===== src/rtl/fifo_rd_ctrl.sv =====
// Read-side controller of the asynchronous FIFO: read pointer, empty flag, write-pointer
// synchroniser and a registered show-ahead output stage with a valid/ready handshake.
module fifo_rd_ctrl #(
   parameter int unsigned DATASIZE = 8,
   parameter int unsigned ADDRSIZE = 8
) (
   input  logic                rclk,
   input  logic                rrst,
   input  logic [ADDRSIZE:0]   rwptr_gray,
   input  logic [DATASIZE-1:0] rmem_data,
   output logic [ADDRSIZE-1:0] raddr,
   output logic [ADDRSIZE:0]   rptr,
   output logic                rempty,
   output logic [ADDRSIZE:0]   rlevel,
   output logic [DATASIZE-1:0] rdata,
   output logic                rvalid,
   input  logic                rready
);

   localparam int unsigned PW = ADDRSIZE + 1;

   function automatic logic [PW-1:0] bin2gray(input logic [PW-1:0] b);
      return b ^ (b >> 1);
   endfunction

   // Binary value is the XOR of every right shift of the Gray code.
   function automatic logic [PW-1:0] gray2bin(input logic [PW-1:0] g);
      logic [PW-1:0] b;
      b = g;
      for (int i = 1; i < int'(PW); i++) begin
         b = b ^ (g >> i);
      end
      return b;
   endfunction

   logic [PW-1:0]       rq1, rq2;
   logic [PW-1:0]       rbin;

   logic                fetch_c;
   logic [PW-1:0]       rbin_nxt;
   logic [PW-1:0]       rgraynext;
   logic                rempty_nxt;
   logic [DATASIZE-1:0] rdata_nxt;
   logic                rvalid_nxt;

   // A new word is taken whenever memory has one and the output stage is free or being drained.
   always_comb begin
      fetch_c    = 1'b0;
      rbin_nxt   = rbin;
      rgraynext  = rptr;
      rempty_nxt = rempty;
      rdata_nxt  = rdata;
      rvalid_nxt = rvalid;

      fetch_c    = !rempty && (!rvalid || rready);
      rbin_nxt   = rbin + PW'(fetch_c);
      rgraynext  = bin2gray(rbin_nxt);
      rempty_nxt = (rgraynext == rq2);

      if (fetch_c) begin
         rdata_nxt  = rmem_data;
         rvalid_nxt = 1'b1;
      end else if (rvalid && rready) begin
         rvalid_nxt = 1'b0;
      end
   end

   always_ff @(posedge rclk) begin
      if (rrst) begin
         rq1    <= '0;
         rq2    <= '0;
         rbin   <= '0;
         rptr   <= '0;
         rempty <= 1'b1;
         rdata  <= '0;
         rvalid <= 1'b0;
      end else begin
         rq1    <= rwptr_gray;
         rq2    <= rq1;
         rbin   <= rbin_nxt;
         rptr   <= rgraynext;
         rempty <= rempty_nxt;
         rdata  <= rdata_nxt;
         rvalid <= rvalid_nxt;
      end
   end

   assign raddr  = rbin[ADDRSIZE-1:0];
   // Output-stage word is already consumed from memory, so it is not part of the level.
   assign rlevel = gray2bin(rq2) - rbin;

endmodule


===== config.mk =====
export PLATFORM = sky130hd
export DESIGN_NAME = fifo_rd_ctrl
export DESIGN_NICKNAME = d
export VERILOG_FILES = /design/src/rtl/fifo_rd_ctrl.sv
export SDC_FILE = /design/constraint.sdc
export NUM_CORES = 1
export LEC_CHECK = 0
export BUFFER_PORTS_ARGS = -buffer_cell sky130_fd_sc_hd__buf_2
export CAP_MARGIN = 0
export CORE_MARGIN = 8
export CORE_UTILIZATION = 57
export DETAILED_ROUTE_END_ITERATION = 16
export PLACE_DENSITY = 0.85
export SETUP_SLACK_MARGIN = 0.4
export SYNTH_ARGS = -nofsm -noshare
export SYNTH_HDL_FRONTEND = slang
export SYNTH_SLANG_ARGS = --single-unit

===== constraint.sdc =====
create_clock -name rclk -period 9.9 [get_ports rclk]
set_input_delay 0.99 -clock rclk [delete_from_list [all_inputs] [get_ports rclk]]
set_output_delay 0.99 -clock rclk [all_outputs]
set_load 0.005 [all_outputs]

==> flow_metrics.env, run 1 <==
export IMPL_status="finished, final reports clean"
export IMPL_crit_top_cell="xor2_2"
export IMPL_peakVddDrop_mv=0.146
export IMPL_drive_above_1_share=0.234
export IMPL_track_usage=0.150
export IMPL_finalCriticalPeriod_ns=5.07
export IMPL_p_int_uw=306
export IMPL_grt_max_degree=46
export IMPL_crit_slowest_cell="fa_1"
export IMPL_port_buffers=55
export IMPL_grt_pass1_wl_mm=7.58
export IMPL_slew_limit_headroom=0.330
export IMPL_fin_crit_sh=0.512
export IMPL_seqPwrFrac=0.457
export IMPL_remaining_drc_errors=0
export IMPL_start_util=0.602
export IMPL_die_area_um2=6180
export IMPL_antenna_left=0
export IMPL_ys_warn_count=0
export IMPL_syn_inst=241
export IMPL_synthArstFlopShare=0
export IMPL_whs_ns=0.440
export IMPL_dpl_hpwl_mm=3.55
export IMPL_globalRouteOverflowTotal=0
export IMPL_clkPwrFrac=0.251
export IMPL_cts_setup_buffers=0
export IMPL_ys_flop_type="dfxtp_1"
export IMPL_arrival_ns=4.08
export IMPL_setup_viol=0
export IMPL_globalplace_congestion=0.930
export IMPL_netlist_top_cell_by_area="dfxtp_1"
export IMPL_power_switching_uw=130
export IMPL_cts_resized=0
export IMPL_synth_cell_types=35
export IMPL_critPathKind="reg -> out"
export IMPL_vias=1731
export IMPL_max_freq_ghz=0.197
export IMPL_nets=321
export IMPL_holdBufCountCts=0
export IMPL_power_density_nw_per_um2=167
export IMPL_post_drt_via_cell_ratio=5.11
export IMPL_tightest_slew_ns=1.00
export IMPL_switching_share=0.298
export IMPL_finalClockSkew_ns=0.00850
export IMPL_fp_dieH_um=78.6
export IMPL_clock_sinks=45
export IMPL_crit_fanout=3
export IMPL_cts_root_buffer="clkbuf_8"
export IMPL_clock_latency_ns=0.29
export IMPL_yosysTopAreaCellShare=0.403
export IMPL_clock_path_buffers=2
export IMPL_multi_input_area_um2=1230
export IMPL_ys_seq_area_frac=0.403
export IMPL_slew_viol_final=0
export IMPL_yosys_top_cells_area="dfxtp_1 (40%), xnor2_1 (10%), nor2b_1 (6.2%)"
export IMPL_hp_class="reg -> reg"
export IMPL_place_area_um2=2520
export IMPL_worstPathRequired_ns=8.91
export IMPL_rows=22
export IMPL_fillerInstances=311
export IMPL_tritoncts="yes"
export IMPL_p_leak_nw=1.19
export IMPL_p_total_uw=436
export IMPL_design_area_um2=2610
export IMPL_wl_per_cell_um=13.5
export IMPL_utilization=0.701
export IMPL_htree_levels=2
export IMPL_ioPinCount=56
export IMPL_wirelength_mm=4.58
export IMPL_core_um2=3720
export IMPL_synth_nets=272
export IMPL_tns_ns=0
export IMPL_grt_antenna_before_repair=0
export IMPL_antennaDiodeCount=0
export IMPL_syn_area_um2=2240
export IMPL_cts_buffers=5
export IMPL_syn_area_per_cell_um2=9.28
export IMPL_synth_seq_cells=45
export IMPL_syn_to_final_growth_pct=16.6
export IMPL_drtIter0Drc=54
export IMPL_path_cells="xor2_2 > xor2_2 > xnor2_2 > xor2_2 > xor2_2 > xnor3_2 > xnor2_1 > ha_1 > inv_1 > fa_1 > a21o_1 > a21oi_1 > o21bai_1 > a21oi_1 > o21ai_0 > xnor2_1 > buf_2"
export IMPL_seq_area_um2=901
export IMPL_cp_end_kind="primary output"
export IMPL_cp_start_kind="flop"
export IMPL_slowest_delay_ns=0.40
export IMPL_pwr_share_comb=0.292
export IMPL_firstDrtPassIters=4
export IMPL_path_clk_slew_ns=0.08
export IMPL_grt_pass1_vias=1728
export IMPL_synth_edff_count=0
export IMPL_rsz0062_at_grt="false"
export IMPL_maxCapViolCount=0
export IMPL_finalHoldViolations=0
export IMPL_die_width_um=78.6
[power by group through the flow]
stage,Sequential (mW),Clock [mW],Combinational (mW)
after floorplan,0.203,0,0.0830
after global placement,0.203,0,0.126
after CTS,0.199,0.113,0.130
after global routing,0.201,0.121,0.143
after detailed placement,0.203,0,0.128
final,0.199,0.109,0.127
[flip-flops by register name, indices dropped and copies added, names as in the netlist]
| register | cells |
|---|---|
| rptr | 9 |
| rq1 | 9 |
| rq2 | 9 |
| rbin | 8 |
| rdata | 8 |
| rempty | 1 |
| rvalid | 1 |
[path summary, 6_finish.rpt]
check | slack [ns] | endpoint | from | cells past startpoint
worst min register to register | 0.44 | rq2[2] | rq1[2] | 1
worst max register to register | 6.54 | rempty | rvalid | 10
worst min-delay path | 0.44 | rq2[2] | rq1[2] | 1
worst max-delay path | 4.83 | rlevel[8] | rq2[8] | 17
[layout make-up]
type | count | share of cell area
flip-flops and latches | 45 | 0.346
inverters | 13 | 0.0187
clock inverters | 2 | 0.00576
multi-input cells | 170 | 0.473
clock buffers | 6 | 0.0278
well taps | 48 | 0.0230
repair buffers | 55 | 0.106
[cells by family after synthesis]
kind of cell               share of synthesized area
and+or+nand+nor                                0.157
DFF                                            0.403
xor gates and xnor gates                       0.188
AOI/OAI and AO/OA                              0.106
buffers and inverters                         0.0453
adders and majority gates                     0.0649
muxes                                         0.0358
[placed cells by master (no fill, tap or decap), drive strengths merged, types with 2 or more instances in the layout]
cell / count
buf: 55
dfxtp: 45
nor2: 29
xnor2: 27
nor2b: 22
xor2: 14
inv: 13
a21oi: 12
ha: 10
nand2: 9
mux2i: 8
o21ai: 6
nand3: 6
clkbuf: 6
a21o: 5
o21bai: 3
and2: 2
o22ai: 2
nor3: 2
clkinvlp: 2
[worst max-delay path: cells and delay by family (launching register included)]
family,cells,cell delay [ns]
compound gates,5,0.93
flops,1,0.39
buf+inv,2,0.18
xor+xnor,8,1.73
fa+ha+maj,2,0.56
[Yosys cell counts, types with 2 or more instances]
| cell type | number |
|---|---|
| o22ai_1 | 2 |
| clkbuf_1 | 9 |
| xor2_2 | 4 |
| xor2_1 | 10 |
| nand2_1 | 9 |
| xnor2_1 | 26 |
| nor2b_1 | 22 |
| buf_2 | 3 |
| o21ai_0 | 6 |
| nand3_1 | 6 |
| a21o_1 | 5 |
| nor2_1 | 29 |
| nor3_1 | 2 |
| a21oi_1 | 12 |
| and2_1 | 2 |
| dfxtp_1 | 45 |
| inv_1 | 13 |
| mux2i_1 | 8 |
| ha_1 | 10 |
| o21bai_1 | 3 |
[metrics by stage]
step | instances | worst slack, ns
detailed placement | 331 | 5.16
CTS | 339 | 4.79
global route | 339 | 4.53
global placement | 331 | 5.32
finish | 339 | 4.83
floorplan | 241 | 5.58
[routing by layer]
metal / routed length (um) / GRT usage
met2: 2130 / 0.246
met3: 375 / 0.0524
met1: 1970 / 0.177
met5: 0 / 0
met4: 108 / 0.0537
No activity file was read; power rests on OpenSTA's default activity.
==> run 2, diff against run 1 <==
Settings changed: CORE_UTILIZATION 57 to 53, PLACE_DENSITY 0.85 to 0.8.
Clock period 9.9 ns to 5.15 ns, I/O delays scaled along.
==> run 2 against run 1 <==
  * Total power grew 110%
  * Cell area rose by 2.5%
  * Setup slack worse by 4.2 ns
  * Final cell count is 1.5% higher
  * First-iteration DRC count rose by 100%
  * Sequential power is 92% higher
  * Non-clock buffer count increased by 3
  * Utilization decreased by 3.8 points
  * Combinational power increased by 100%
  * Die area rose by 6.0%
  * Register-to-register slack got worse by 4.2 ns
  * Sequential cell count did not move
  * Critical path type unchanged
  * Largest cell class unchanged
==> flow_metrics.env, run 2 (synthesis gave the netlist of run 1 again) <==
export IMPL_status="finished, final reports clean"
export IMPL_rsz0062_at_grt="false"
export IMPL_maxCapViolCount=0
export IMPL_antennaDiodeCount=0
export IMPL_finalHoldViolations=0
export IMPL_grt_util_met2=0.237
export IMPL_power_density_nw_per_um2=342
export IMPL_grt_max_degree=46
export IMPL_fin_cells=344
export IMPL_switching_share=0.281
export IMPL_finalCriticalPeriod_ns=4.48
export IMPL_grt_pass1_wl_mm=7.33
export IMPL_setup_viol=0
export IMPL_crit_fanout=3
export IMPL_p_int_uw=657
export IMPL_nets=324
export IMPL_max_freq_ghz=0.223
export IMPL_fin_crit_sh=0.869
export IMPL_port_buffers=55
export IMPL_cts_root_buffer="clkbuf_8"
export IMPL_clkPwrFrac=0.298
export IMPL_clock_path_buffers=2
export IMPL_remaining_drc_errors=0
export IMPL_dpl_hpwl_mm=3.44
export IMPL_ioPinCount=56
export IMPL_tightest_slew_ns=0.786
export IMPL_clock_sinks=45
export IMPL_antenna_left=0
export IMPL_gr_usage_met1=0.163
export IMPL_cp_end_kind="primary output"
export IMPL_wirelength_mm=4.52
export IMPL_grtUsageMet3=0.0430
export IMPL_start_util=0.555
export IMPL_layout_commonest_cell="buf_2"
export IMPL_tritoncts="yes"
export IMPL_die_width_um=81.0
export IMPL_arrival_ns=3.96
export IMPL_slew_limit_headroom=0.476
export IMPL_peakVddDrop_mv=0.224
export IMPL_whs_ns=0.421
export IMPL_drtIter0Drc=110
export IMPL_mostFrequentLayoutCells="buf_2 (55), dfxtp_1 (45), nor2_1 (29), xnor2_1 (26), nor2b_1 (22)"
export IMPL_top_usage_layer="met2"
export IMPL_tns_ns=0
export IMPL_track_usage=0.142
export IMPL_worstPathRequired_ns=4.64
export IMPL_cts_buffers=5
export IMPL_firstDrtPassIters=4
export IMPL_clock_latency_ns=0.30
export IMPL_pwr_share_comb=0.283
export IMPL_cp_start_kind="flop"
export IMPL_critPathKind="reg -> out"
export IMPL_globalRouteOverflowTotal=0
export IMPL_largestRegisters="rptr: 9 flops, rq1: 9 flops, rq2: 9 flops"
export IMPL_dp_slack_ns=0.878
export IMPL_post_drt_via_cell_ratio=5.09
export IMPL_seqPwrFrac=0.419
export IMPL_drive_above_1_share=0.252
export IMPL_finalClockSkew_ns=0.00635
export IMPL_design_area_um2=2670
export IMPL_p_leak_nw=1.23
export IMPL_path_clk_slew_ns=0.08
export IMPL_dp_cells=334
export IMPL_globalplace_congestion=0.907
export IMPL_htree_levels=2
export IMPL_die_area_um2=6550
export IMPL_rows=23
export IMPL_holdBufCountCts=0
export IMPL_grt_pass1_vias=1629
export IMPL_wl_per_cell_um=13.1
export IMPL_syn_to_final_growth_pct=19.5
export IMPL_fin_ws_ns=0.673
export IMPL_place_area_um2=2530
export IMPL_power_switching_uw=257
export IMPL_slew_viol_final=0
export IMPL_fp_dieH_um=81.0
export IMPL_core_um2=4030
export IMPL_grt_antenna_before_repair=0
export IMPL_hp_class="in -> reg"
export IMPL_vias=1751
## run 2: cell types whose count changed in the layout (fill, tap and decap cells not counted)
cell        before  now
buf_4            0    3
a21oi_1         12   10
a21oi_2          0    2
bufinv_16        0    1
clkbuf_1         1    0
clkbuf_8         5    6
clkinvlp_4       2    1
## run 2: through the flow
stage / util / power [mW]
finish: 0.663 / 0.913
global route: 0.663 / 0.965
CTS: 0.657 / 0.914
detailed placement: 0.628 / 0.639
global placement: 0.628 / 0.631
floorplan: - / 0.550
## run 2: cell type report
cell class                 instances  area, um^2
fill                             342        1360
multi-input combinational        170        1240
sequential                        45         901
timing repair buffer              58         298
clock buffer                       6        82.6
tap                               50        62.6
inverter                          13        48.8
clock inverter                     2        37.5
## run 2: repair_timing
action | in CTS | in global routing
buffers inserted | 0 | 2
gates resized for setup | 0 | 2
endpoints found under the setup margin | 0 | 1
## run 2: worst max-delay path: stages (launching register included)
cell,delay (ns)
dfxtp_1,0.39
xor2_2,0.23
xor2_2,0.22
xnor2_2,0.16
xor2_2,0.22
xor2_2,0.24
xnor3_2,0.33
xnor2_1,0.16
ha_1,0.17
inv_1,0.07
fa_1,0.40
a21o_1,0.21
a21oi_2,0.17
o21bai_1,0.11
a21oi_2,0.18
o21ai_0,0.12
xnor2_1,0.14
buf_2,0.13
## run 2: layer usage
| metal | part of all wire | wire [um] |
|---|---|---|
| met1 | 0.43 | 1940 |
| met2 | 0.48 | 2160 |
| met4 | 0.021 | 93 |
| met3 | 0.071 | 322 |
| met5 | 0 | 0 |
## run 2: worst paths after layout
path	start	slack, ns	depth (start not counted)	endpoint
hold reg to reg	rq1[0]	0.44	1	rq2[0]
setup / recovery	rq2[8]	0.67	17	rlevel[8]
setup reg to reg	rvalid	2.38	11	rempty
hold / removal	rwptr_gray[2]	0.42	2	rq1[2]
## run 2: power groups by stage
stage / clock network, mW / logic (mW) / registers (mW)
2_1_floorplan: 0 / 0.160 / 0.390
5_1_grt: 0.294 / 0.284 / 0.386
3_5_place_dp: 0 / 0.248 / 0.391
6_report: 0.273 / 0.258 / 0.382
4_1_cts: 0.280 / 0.251 / 0.383
3_3_place_gp: 0 / 0.242 / 0.390
